--- config.mk ---
export PLATFORM = sky130hd
export DESIGN_NAME = ipv4_cksum_ctrl
export DESIGN_NICKNAME = d
export VERILOG_FILES = /design/src/rtl/ipv4_cksum_pkg.sv /design/src/rtl/ones_comp_fold.sv /design/src/rtl/ipv4_cksum_ctrl.sv
export SDC_FILE = /design/constraint.sdc
export NUM_CORES = 2
export LEC_CHECK = 0
export CORE_AREA = 2 2 366 368
export DETAILED_ROUTE_END_ITERATION = 16
export DIE_AREA = 0 0 368 370
export SYNTH_ARGS = -nofsm -noshare
export SYNTH_HDL_FRONTEND = slang
export SYNTH_SLANG_ARGS = --single-unit
--- constraint.sdc ---
create_clock -name AXI_ACLK -period 49 [get_ports AXI_ACLK]
set_input_delay 14.7 -clock AXI_ACLK [delete_from_list [all_inputs] [get_ports AXI_ACLK]]
set_output_delay 14.7 -clock AXI_ACLK [all_outputs]
set_load 0.005 [all_outputs]
--- src/rtl/ipv4_cksum_pkg.sv ---
// Shared encodings, header offsets and the beat0 word-sum helper for the IPv4 checksum gate.
package ipv4_cksum_pkg;

  localparam int SUM_W  = 20;
  localparam int FOLD_W = 17;

  localparam logic [15:0] ETHERTYPE_IPV4 = 16'h0800;
  localparam logic [7:0]  IPV4_VER_IHL   = 8'h45;

  localparam int ETYPE_LSB   = 144;
  localparam int VER_IHL_LSB = 136;
  localparam int B0_WORDS    = 9;
  localparam int B1_WORD_LSB = 240;

  typedef enum logic [2:0] {
    ST_IDLE    = 3'd0,
    ST_WAIT_B1 = 3'd1,
    ST_FOLD1   = 3'd2,
    ST_FOLD2   = 3'd3,
    ST_EMIT0   = 3'd4,
    ST_EMIT1   = 3'd5,
    ST_PASS    = 3'd6,
    ST_DROP    = 3'd7
  } state_t;

  // Nine header words of beat0 sit in [143:0], checksum field included.
  function automatic logic [SUM_W-1:0] sum_b0_words(input logic [B0_WORDS*16-1:0] d);
    logic [SUM_W-1:0] s;
    s = '0;
    for (int i = 0; i < B0_WORDS; i++) s = s + SUM_W'(d[i*16 +: 16]);
    return s;
  endfunction

endpackage

--- src/rtl/ones_comp_fold.sv ---
// One end-around-carry stage: low 16 bits plus whatever carries sit above them.
module ones_comp_fold
  import ipv4_cksum_pkg::*;
#(
  parameter int IN_W = SUM_W
) (
  input  logic [IN_W-1:0]   i_sum,
  output logic [FOLD_W-1:0] o_sum
);

  assign o_sum = FOLD_W'(i_sum[15:0]) + FOLD_W'(i_sum[IN_W-1:16]);

endmodule

--- src/rtl/ipv4_cksum_ctrl.sv ---
// Holds the first two beats of a packet until the IPv4 header checksum is verified, then
// re-emits them tagged in TUSER and cuts through the rest. Optional CKSUM_DROP_BAD_EN drops bad packets.
//
// state    | meaning
// IDLE     | waiting for beat0, latch it and its 9-word sum
// WAIT_B1  | waiting for beat1, add its first header word
// FOLD1    | fold bits [19:16] into the low word
// FOLD2    | fold bit 16, produce verdict
// EMIT0    | drive held beat0 with verdict
// EMIT1    | drive held beat1
// PASS     | combinational cut-through until TLAST
// DROP     | swallow the rest of a bad packet
module ipv4_cksum_ctrl
  import ipv4_cksum_pkg::*;
#(
  parameter int C_M_AXIS_DATA_WIDTH  = 256,
  parameter int C_S_AXIS_DATA_WIDTH  = 256,
  parameter int C_M_AXIS_TUSER_WIDTH = 128,
  parameter int C_S_AXIS_TUSER_WIDTH = 128,
  parameter int CKSUM_CHK_POS        = 32,
  parameter int CKSUM_OK_POS         = 33
) (
  input  logic                              AXI_ACLK,
  input  logic                              AXI_RESET,
  input  logic [C_S_AXIS_DATA_WIDTH-1:0]    S_AXIS_TDATA,
  input  logic [C_S_AXIS_DATA_WIDTH/8-1:0]  S_AXIS_TSTRB,
  input  logic [C_S_AXIS_TUSER_WIDTH-1:0]   S_AXIS_TUSER,
  input  logic                              S_AXIS_TVALID,
  input  logic                              S_AXIS_TLAST,
  output logic                              S_AXIS_TREADY,
  output logic [C_M_AXIS_DATA_WIDTH-1:0]    M_AXIS_TDATA,
  output logic [C_M_AXIS_DATA_WIDTH/8-1:0]  M_AXIS_TSTRB,
  output logic [C_M_AXIS_TUSER_WIDTH-1:0]   M_AXIS_TUSER,
  output logic                              M_AXIS_TVALID,
  output logic                              M_AXIS_TLAST,
  input  logic                              M_AXIS_TREADY,
  input  logic                              clear_counters,
  output logic [31:0]                       good_count,
  output logic [31:0]                       bad_count,
  output logic [31:0]                       bypass_count
);

  state_t                            r_state;
  logic [C_S_AXIS_DATA_WIDTH-1:0]    r_data0, r_data1;
  logic [C_S_AXIS_DATA_WIDTH/8-1:0]  r_strb0, r_strb1;
  logic [C_S_AXIS_TUSER_WIDTH-1:0]   r_user0, r_user1;
  logic                              r_last0, r_last1;
  logic [SUM_W-1:0]                  r_sum;
  logic                              r_chk, r_ok;
  logic [31:0]                       r_good_cnt, r_bad_cnt, r_bypass_cnt;

  logic                              w_s_hs, w_emit0_hs, w_is_ipv4, w_fold_ok;
  logic                              w_inc_good, w_inc_bad, w_inc_bypass;
  logic [FOLD_W-1:0]                 w_fold1, w_fold2;
  logic [C_S_AXIS_TUSER_WIDTH-1:0]   w_user0_tag;

  ones_comp_fold #(.IN_W(SUM_W)) u_fold1 (
    .i_sum (r_sum),
    .o_sum (w_fold1)
  );

  ones_comp_fold #(.IN_W(FOLD_W)) u_fold2 (
    .i_sum (r_sum[FOLD_W-1:0]),
    .o_sum (w_fold2)
  );

  assign w_s_hs     = S_AXIS_TVALID && S_AXIS_TREADY;
  assign w_emit0_hs = (r_state == ST_EMIT0) && M_AXIS_TREADY;
  assign w_is_ipv4  = (S_AXIS_TDATA[ETYPE_LSB +: 16] == ETHERTYPE_IPV4) &&
                      (S_AXIS_TDATA[VER_IHL_LSB +: 8] == IPV4_VER_IHL);
  assign w_fold_ok  = (w_fold2 == FOLD_W'(17'h0FFFF));

  always_ff @(posedge AXI_ACLK or posedge AXI_RESET) begin
    if (AXI_RESET) begin
      r_state <= ST_IDLE;
      r_data0 <= '0;
      r_strb0 <= '0;
      r_user0 <= '0;
      r_last0 <= 1'b0;
      r_data1 <= '0;
      r_strb1 <= '0;
      r_user1 <= '0;
      r_last1 <= 1'b0;
      r_sum   <= '0;
      r_chk   <= 1'b0;
      r_ok    <= 1'b0;
    end else begin
      case (r_state)
        ST_IDLE: if (w_s_hs) begin
          r_data0 <= S_AXIS_TDATA;
          r_strb0 <= S_AXIS_TSTRB;
          r_user0 <= S_AXIS_TUSER;
          r_last0 <= S_AXIS_TLAST;
          r_sum   <= sum_b0_words(S_AXIS_TDATA[B0_WORDS*16-1:0]);
          r_ok    <= 1'b0;
          if (w_is_ipv4 && !S_AXIS_TLAST) begin
            r_chk   <= 1'b1;
            r_state <= ST_WAIT_B1;
          end else begin
            r_chk   <= 1'b0;
            r_state <= ST_EMIT0;
          end
        end
        ST_WAIT_B1: if (w_s_hs) begin
          r_data1 <= S_AXIS_TDATA;
          r_strb1 <= S_AXIS_TSTRB;
          r_user1 <= S_AXIS_TUSER;
          r_last1 <= S_AXIS_TLAST;
          r_sum   <= r_sum + SUM_W'(S_AXIS_TDATA[B1_WORD_LSB +: 16]);
          r_state <= ST_FOLD1;
        end
        ST_FOLD1: begin
          r_sum   <= SUM_W'(w_fold1);
          r_state <= ST_FOLD2;
        end
        ST_FOLD2: begin
          r_sum <= SUM_W'(w_fold2);
          r_ok  <= w_fold_ok;
`ifdef CKSUM_DROP_BAD_EN
          if (!w_fold_ok) r_state <= r_last1 ? ST_IDLE : ST_DROP;
          else            r_state <= ST_EMIT0;
`else
          r_state <= ST_EMIT0;
`endif
        end
        ST_EMIT0: if (M_AXIS_TREADY) begin
          if (r_chk)        r_state <= ST_EMIT1;
          else if (r_last0) r_state <= ST_IDLE;
          else              r_state <= ST_PASS;
        end
        ST_EMIT1: if (M_AXIS_TREADY) r_state <= r_last1 ? ST_IDLE : ST_PASS;
        ST_PASS, ST_DROP: if (w_s_hs && S_AXIS_TLAST) r_state <= ST_IDLE;
        default: r_state <= ST_IDLE;
      endcase
    end
  end

  always_comb begin
    w_user0_tag                = r_user0;
    w_user0_tag[CKSUM_CHK_POS] = r_chk;
    w_user0_tag[CKSUM_OK_POS]  = r_ok;
  end

  always_comb begin
    S_AXIS_TREADY = 1'b0;
    M_AXIS_TVALID = 1'b0;
    M_AXIS_TDATA  = r_data0;
    M_AXIS_TSTRB  = r_strb0;
    M_AXIS_TUSER  = w_user0_tag;
    M_AXIS_TLAST  = r_last0;
    case (r_state)
      ST_IDLE, ST_WAIT_B1, ST_DROP: S_AXIS_TREADY = 1'b1;
      ST_EMIT0: M_AXIS_TVALID = 1'b1;
      ST_EMIT1: begin
        M_AXIS_TVALID = 1'b1;
        M_AXIS_TDATA  = r_data1;
        M_AXIS_TSTRB  = r_strb1;
        M_AXIS_TUSER  = r_user1;
        M_AXIS_TLAST  = r_last1;
      end
      ST_PASS: begin
        S_AXIS_TREADY = M_AXIS_TREADY;
        M_AXIS_TVALID = S_AXIS_TVALID;
        M_AXIS_TDATA  = S_AXIS_TDATA;
        M_AXIS_TSTRB  = S_AXIS_TSTRB;
        M_AXIS_TUSER  = S_AXIS_TUSER;
        M_AXIS_TLAST  = S_AXIS_TLAST;
      end
      default: ;
    endcase
  end

  // A dropped packet never reaches EMIT0, so its bad count is taken at the verdict.
  assign w_inc_good   = w_emit0_hs && r_chk && r_ok;
  assign w_inc_bypass = w_emit0_hs && !r_chk;
`ifdef CKSUM_DROP_BAD_EN
  assign w_inc_bad    = (w_emit0_hs && r_chk && !r_ok) || ((r_state == ST_FOLD2) && !w_fold_ok);
`else
  assign w_inc_bad    = w_emit0_hs && r_chk && !r_ok;
`endif

  always_ff @(posedge AXI_ACLK or posedge AXI_RESET) begin
    if (AXI_RESET) begin
      r_good_cnt   <= '0;
      r_bad_cnt    <= '0;
      r_bypass_cnt <= '0;
    end else if (clear_counters) begin
      r_good_cnt   <= '0;
      r_bad_cnt    <= '0;
      r_bypass_cnt <= '0;
    end else begin
      if (w_inc_good)   r_good_cnt   <= r_good_cnt + 32'd1;
      if (w_inc_bad)    r_bad_cnt    <= r_bad_cnt + 32'd1;
      if (w_inc_bypass) r_bypass_cnt <= r_bypass_cnt + 32'd1;
    end
  end

  assign good_count   = r_good_cnt;
  assign bad_count    = r_bad_cnt;
  assign bypass_count = r_bypass_cnt;

endmodule

## After elaboration in Yosys (flattened, before gate mapping)

Index checks and enable logic that the tools add are counted.

- Logic and storage cells: 98
- Output and inout port bits: 515
- Register bits: 955
- Input bits: 422

- Reduce and logical (&&, ||, !) cells: 26
- Add/subtract/negate cells: 14
- Mux-type cells: 28
- Eq/ne operators: 15

Operators by type and width:

| cell | count |
|---|---|
| $pmux 256 s2 | 1 |
| $pmux 128 s2 | 1 |
| $mux 32 | 6 |
| $add 20x16->20 | 5 |
| $add 32x1->32 const B | 3 |
| $pmux 20 s4 | 1 |
| $pmux 32 s2 | 1 |
| $mux 20 | 2 |
| $mux 3 | 9 |
| $pmux 3 s7 | 1 |
| $add 19x16->20 | 1 |
| $add 18x16->19 | 1 |
| $add 17x16->18 | 1 |
| $add 16x1->17 | 1 |
| $add 16x16->17 | 1 |
| $add 16x4->17 | 1 |
| $eq 17x16->1 const B | 1 |
| $eq 16x12->1 const B | 1 |
| $eq 3x3->1 const B | 4 |
| $ne 2x2->1 const B | 5 |
| $logic_and 1x1->1 | 9 |
| $eq 8x7->1 const B | 1 |
| $pmux 1 s2 | 4 |
| $reduce_bool 2->1 | 4 |
| 11 further kinds | 18 |

## Logic depth before layout (Yosys ltp)

- Word-level depth: 10
- Mapped depth: 17
- Gate-level depth less buffers: 16

## By module

A second synthesis with hierarchy kept.

- Cells, all modules: 6098
- Area, all modules: 48909.4 um^2

By module, submodules not included:

| module | instances | sequential area each (um^2) | area an instance (um^2) | cells each |
|---|---|---|---|---|
| ipv4_cksum_ctrl | 1 | 23847.9 | 48228.8 | 6008 |
| ones_comp_fold at u_fold1 | 1 | 0.0 | 349.1 | 46 |
| ones_comp_fold at u_fold2 | 1 | 0.0 | 331.6 | 44 |

## Least setup slack after synthesis

OpenSTA, ideal clock, no wires.

- Path kind: input to output
- Start point: input S_AXIS_TVALID
- End point: output M_AXIS_TVALID
- Arrival: 15.100 ns
- Setup slack: 19.200 ns
- Path buffers: 1
- Data required time: 34.300 ns
- Cell stages on the path: 3
- Cell sequence: buf_2 > nand2_1 > a21boi_0

- Longest elaborated chain between the ends: 1

Ends and longest elaborated chain:

| what | line | source |
|---|---|---|
| from (decl) | ipv4_cksum_ctrl.sv:28 | `input logic S_AXIS_TVALID,` |
| $pmux 1 s2 | ipv4_cksum_ctrl.sv:151 | `case (r_state)` |
| to (decl) | ipv4_cksum_ctrl.sv:34 | `output logic M_AXIS_TVALID,` |

No other way between the ends.

## Worst setup path in the final report

- Start point: input S_AXIS_TLAST
- End point: output M_AXIS_TLAST

- Longest elaborated chain between the ends: 1

Ends and longest elaborated chain:

| what | line | source |
|---|---|---|
| from (decl) | ipv4_cksum_ctrl.sv:29 | `input logic S_AXIS_TLAST,` |
| $pmux 1 s2 | ipv4_cksum_ctrl.sv:151 |  |
| to (decl) | ipv4_cksum_ctrl.sv:35 | `output logic M_AXIS_TLAST,` |

No other way between the ends.

==> flow_metrics.tcl <==
set metrics [dict create \
    run_status "finished, final reports clean" \
    finalWirelength_mm 179 \
    hold_buffers 0 \
    synth.avg_cell_area_um2 8.02 \
    drv_cap 0 \
    chipWidth_um 368 \
    finalClockSkew_ns 0.0371 \
    timing_worst_setup_path_type "in -> out" \
    initialDrtViolationCount 3953 \
    detail_route.wl_per_cell_um 20.5 \
    vdd_drop_max_mv 0.0691 \
    placed_cell_area_mm2 0.0595 \
    hold_viol 0 \
    tns_ns 0 \
    grt_pass1_vias 42300 \
    dpl.hpwl_mm 118 \
    routed_via_density 5.10 \
    max_stage_delay_ns 0.76 \
    crit_required_ns 34.30 \
    fin_crit_ns 31.34 \
    root_buffer "clkbuf_16" \
    total_power_mw 4.55 \
    relSlewSlack_pct 19.9 \
    ff2ff_path_depth 6 \
    power.density_mw_per_mm2 71.8 \
    dp_cells 8466 \
    critPathMostFrequentCell "clkdlybuf4s50_1" \
    synth_seq_cells 953 \
    synth_top_area_cell "dfrtp_1" \
    antenna_found_initial 48 \
    cts_max_level 3 \
    fmax_ghz 0.0319 \
    cp.arrival_ns 16.64 \
    r2r_start "r_state[1]" \
    synth_edf_count 0 \
    grt_pass1_wl_mm 268 \
    drive_above_1_share_pct 3.52 \
    multi_input_area_mm2 0.0230 \
    clock-sinks 953 \
    synth-simple-area-share_pct 28.7 \
    cts_resized 0 \
    synthAdderAreaFrac_pct 5.74 \
    coreArea_mm2 0.132 \
    critPathMaxFanout 6 \
    hold_path.class "reg -> reg" \
    syn_to_final_growth_pct 29.7 \
    worst_slack_ns 17.67 \
    slew_viol_final 0 \
    vias 44400 \
    cts.reportedPaths.clkPinSlew_ns 0.05 \
    fill_cells 12800 \
    synth_flop_cell "dfrtp_1" \
    grt_usage_pct 25.5 \
    synthCells 6093 \
    hold_depth 2 \
    gp_congestion 0.857 \
    cts_tree "built" \
    drc 0 \
    initial_core_util_pct 36.9 \
    die_h_um 370 \
    post-place-ws_ns 17.74 \
    cts_setup_buffers 0 \
    synth_area_mm2 0.0489 \
    antenna_left 0 \
    cts_buffers 110 \
    path_cells "clkdlybuf4s50_1 -> a22oi_1 -> nand2_1 -> clkdlybuf4s50_1" \
    worstHoldStart "r_user0[117]" \
    ctsLongestPathBuffers 3 \
    nets 7389 \
    design_area_mm2 0.0634 \
    synth_fp_nets 6672 \
    finalSetupViolCount 0 \
    synth_top_family_by_area "simple AND/OR/NAND/NOR gates" \
    die_area_mm2 0.136 \
    fin_crit_sh_pct 63.9 \
    async_flop_share_pct 100 \
    synth_compound_area_share_pct 10.2 \
    r2r_end "r_data0[182]" \
    seq_area_mm2 0.0238 \
    synthMuxAreaShare_pct 0.125 \
    num_io_pins 937 \
    start_kind "input pin" \
    leakagePower_nw 31.3 \
    worst_pin_slew_ns 1.20 \
    yosys_warnings 0 \
    rows 134 \
    grt_overflow 0 \
    whs_endpoint "r_user0[117]" \
    drt_pre_antenna_iters 6 \
    grt_max_degree 189 \
    slowest_stage "clkdlybuf4s50_1" \
    portBuffers 936 \
    synth_seq_area_share_pct 48.8 \
    ys_top_cells_by_area "dfrtp_1 49%, nand2_1 25%, a22oi_1 6.5%" \
    rsz0062_at_grt "false" \
    clkLatencyLatePin_ns 0.74 \
    yosysTopAreaCellShare_pct 48.8 \
    cp-end-kind "output port" \
    synth_xor_area_share_pct 2.01 \
    finalNonFillerCells 8714 \
    synth_cell_types 77 \
    rrSetupSlack_ns 45.00 \
]
-- placed cells by master, fill, tap and decap left out, types with 19 or more instances in the layout --
cell type	instances
ha_1	45
dfrtp_1	953
nand2_1	3227
and3_1	28
buf_4	29
clkbuf_1	34
xnor2_1	47
nor2_1	141
nand3_1	41
nand4_1	30
fa_1	112
diode_2	42
or3_1	19
clkdlybuf4s50_1	935
a22oi_1	422
clkbuf_8	28
o21ai_0	164
inv_1	178
a21oi_1	58
xor2_1	65
clkbuf_16	112
-- registers in the layout, summed over array words and instances, names as in the netlist --
name          count
bad_count        32
bypass_count     32
good_count       32
r_chk             1
r_data0         256
r_data1         256
r_last0           1
r_last1           1
r_ok              1
r_state           3
r_strb0          32
r_strb1          32
r_sum            20
r_user0         126
r_user1         128
-- layer usage --
layer / track usage [%] / vias up / share of wire (%)
li1: - / 21000 / -
met1: 32.8 / 21600 / 41
met2: 39.7 / 1524 / 47
met3: 5.91 / 313 / 7.1
met4: 14.1 / 12 / 5.0
met5: 0 / - / 0.047
-- where the power goes --
part	switching (mW)	internal, mW
Clock	0.351	0.511
Sequential	0.183	1.12
Combinational	1.34	1.05
-- cells by family after synthesis --
family | count (synthesis)
mux | 6
simple gates | 3580
xor+xnor | 112
buf+inv | 550
compound gates | 735
fa+ha+maj | 157
flops | 953
-- how the worst max path moves through the flow --
| stage | cells past startpoint | to | from |
|---|---|---|---|
| after floorplan | 1 | bad_count[0] | AXI_RESET |
| final | 4 | M_AXIS_TLAST | S_AXIS_TLAST |
| after global routing | 4 | M_AXIS_TLAST | S_AXIS_TLAST |
| after CTS | 4 | M_AXIS_TLAST | S_AXIS_TLAST |
| after global placement | 4 | M_AXIS_TLAST | S_AXIS_TLAST |
| after detailed placement | 4 | M_AXIS_TLAST | S_AXIS_TLAST |
-- worst max-delay path: cells and delay by family --
family / cells / cell delay [ns]
buffers and inverters: 2 / 1.36
and+or+nand+nor: 1 / 0.42
AOI/OAI and AO/OA: 1 / 0.14
-- Yosys cell counts (8+ instances only) --
cell      count
buf_2        44
nand2_1    3229
nor3_1       15
a21oi_1      58
a21o_1       11
and4_1        9
xor2_1       65
buf_1         8
ha_1         45
nor2_1      144
dfrtp_1     953
fa_1        112
and3_1       29
clkbuf_1    315
nand3_1      41
o211ai_1      8
nor2b_1       8
a22oi_1     422
o22ai_1       9
inv_1       179
a211oi_1      9
and2_1        8
nand4_1      30
o21ai_0     164
or3_1        19
xnor2_1      47
-- cell type report --
cell class                 instances  share of cell area, %
sequential                       953                   37.6
multi-input combinational       4590                   36.2
timing repair buffer             976                   15.5
clock buffer                     174                   5.23
tap                             1768                   3.49
inverter                         179                   1.07
clock inverter                    32                  0.719
antenna                           42                  0.166
-- per-stage QoR --
stage | hold slack (ns) | utilization [%]
global placement | 0.457 | 44.9
CTS | 0.475 | 47.8
finish | 0.471 | 47.9
global route | 0.486 | 47.9
detailed placement | 0.462 | 44.9
floorplan | 0.446 | -
Power figures use the tool's default switching activity.
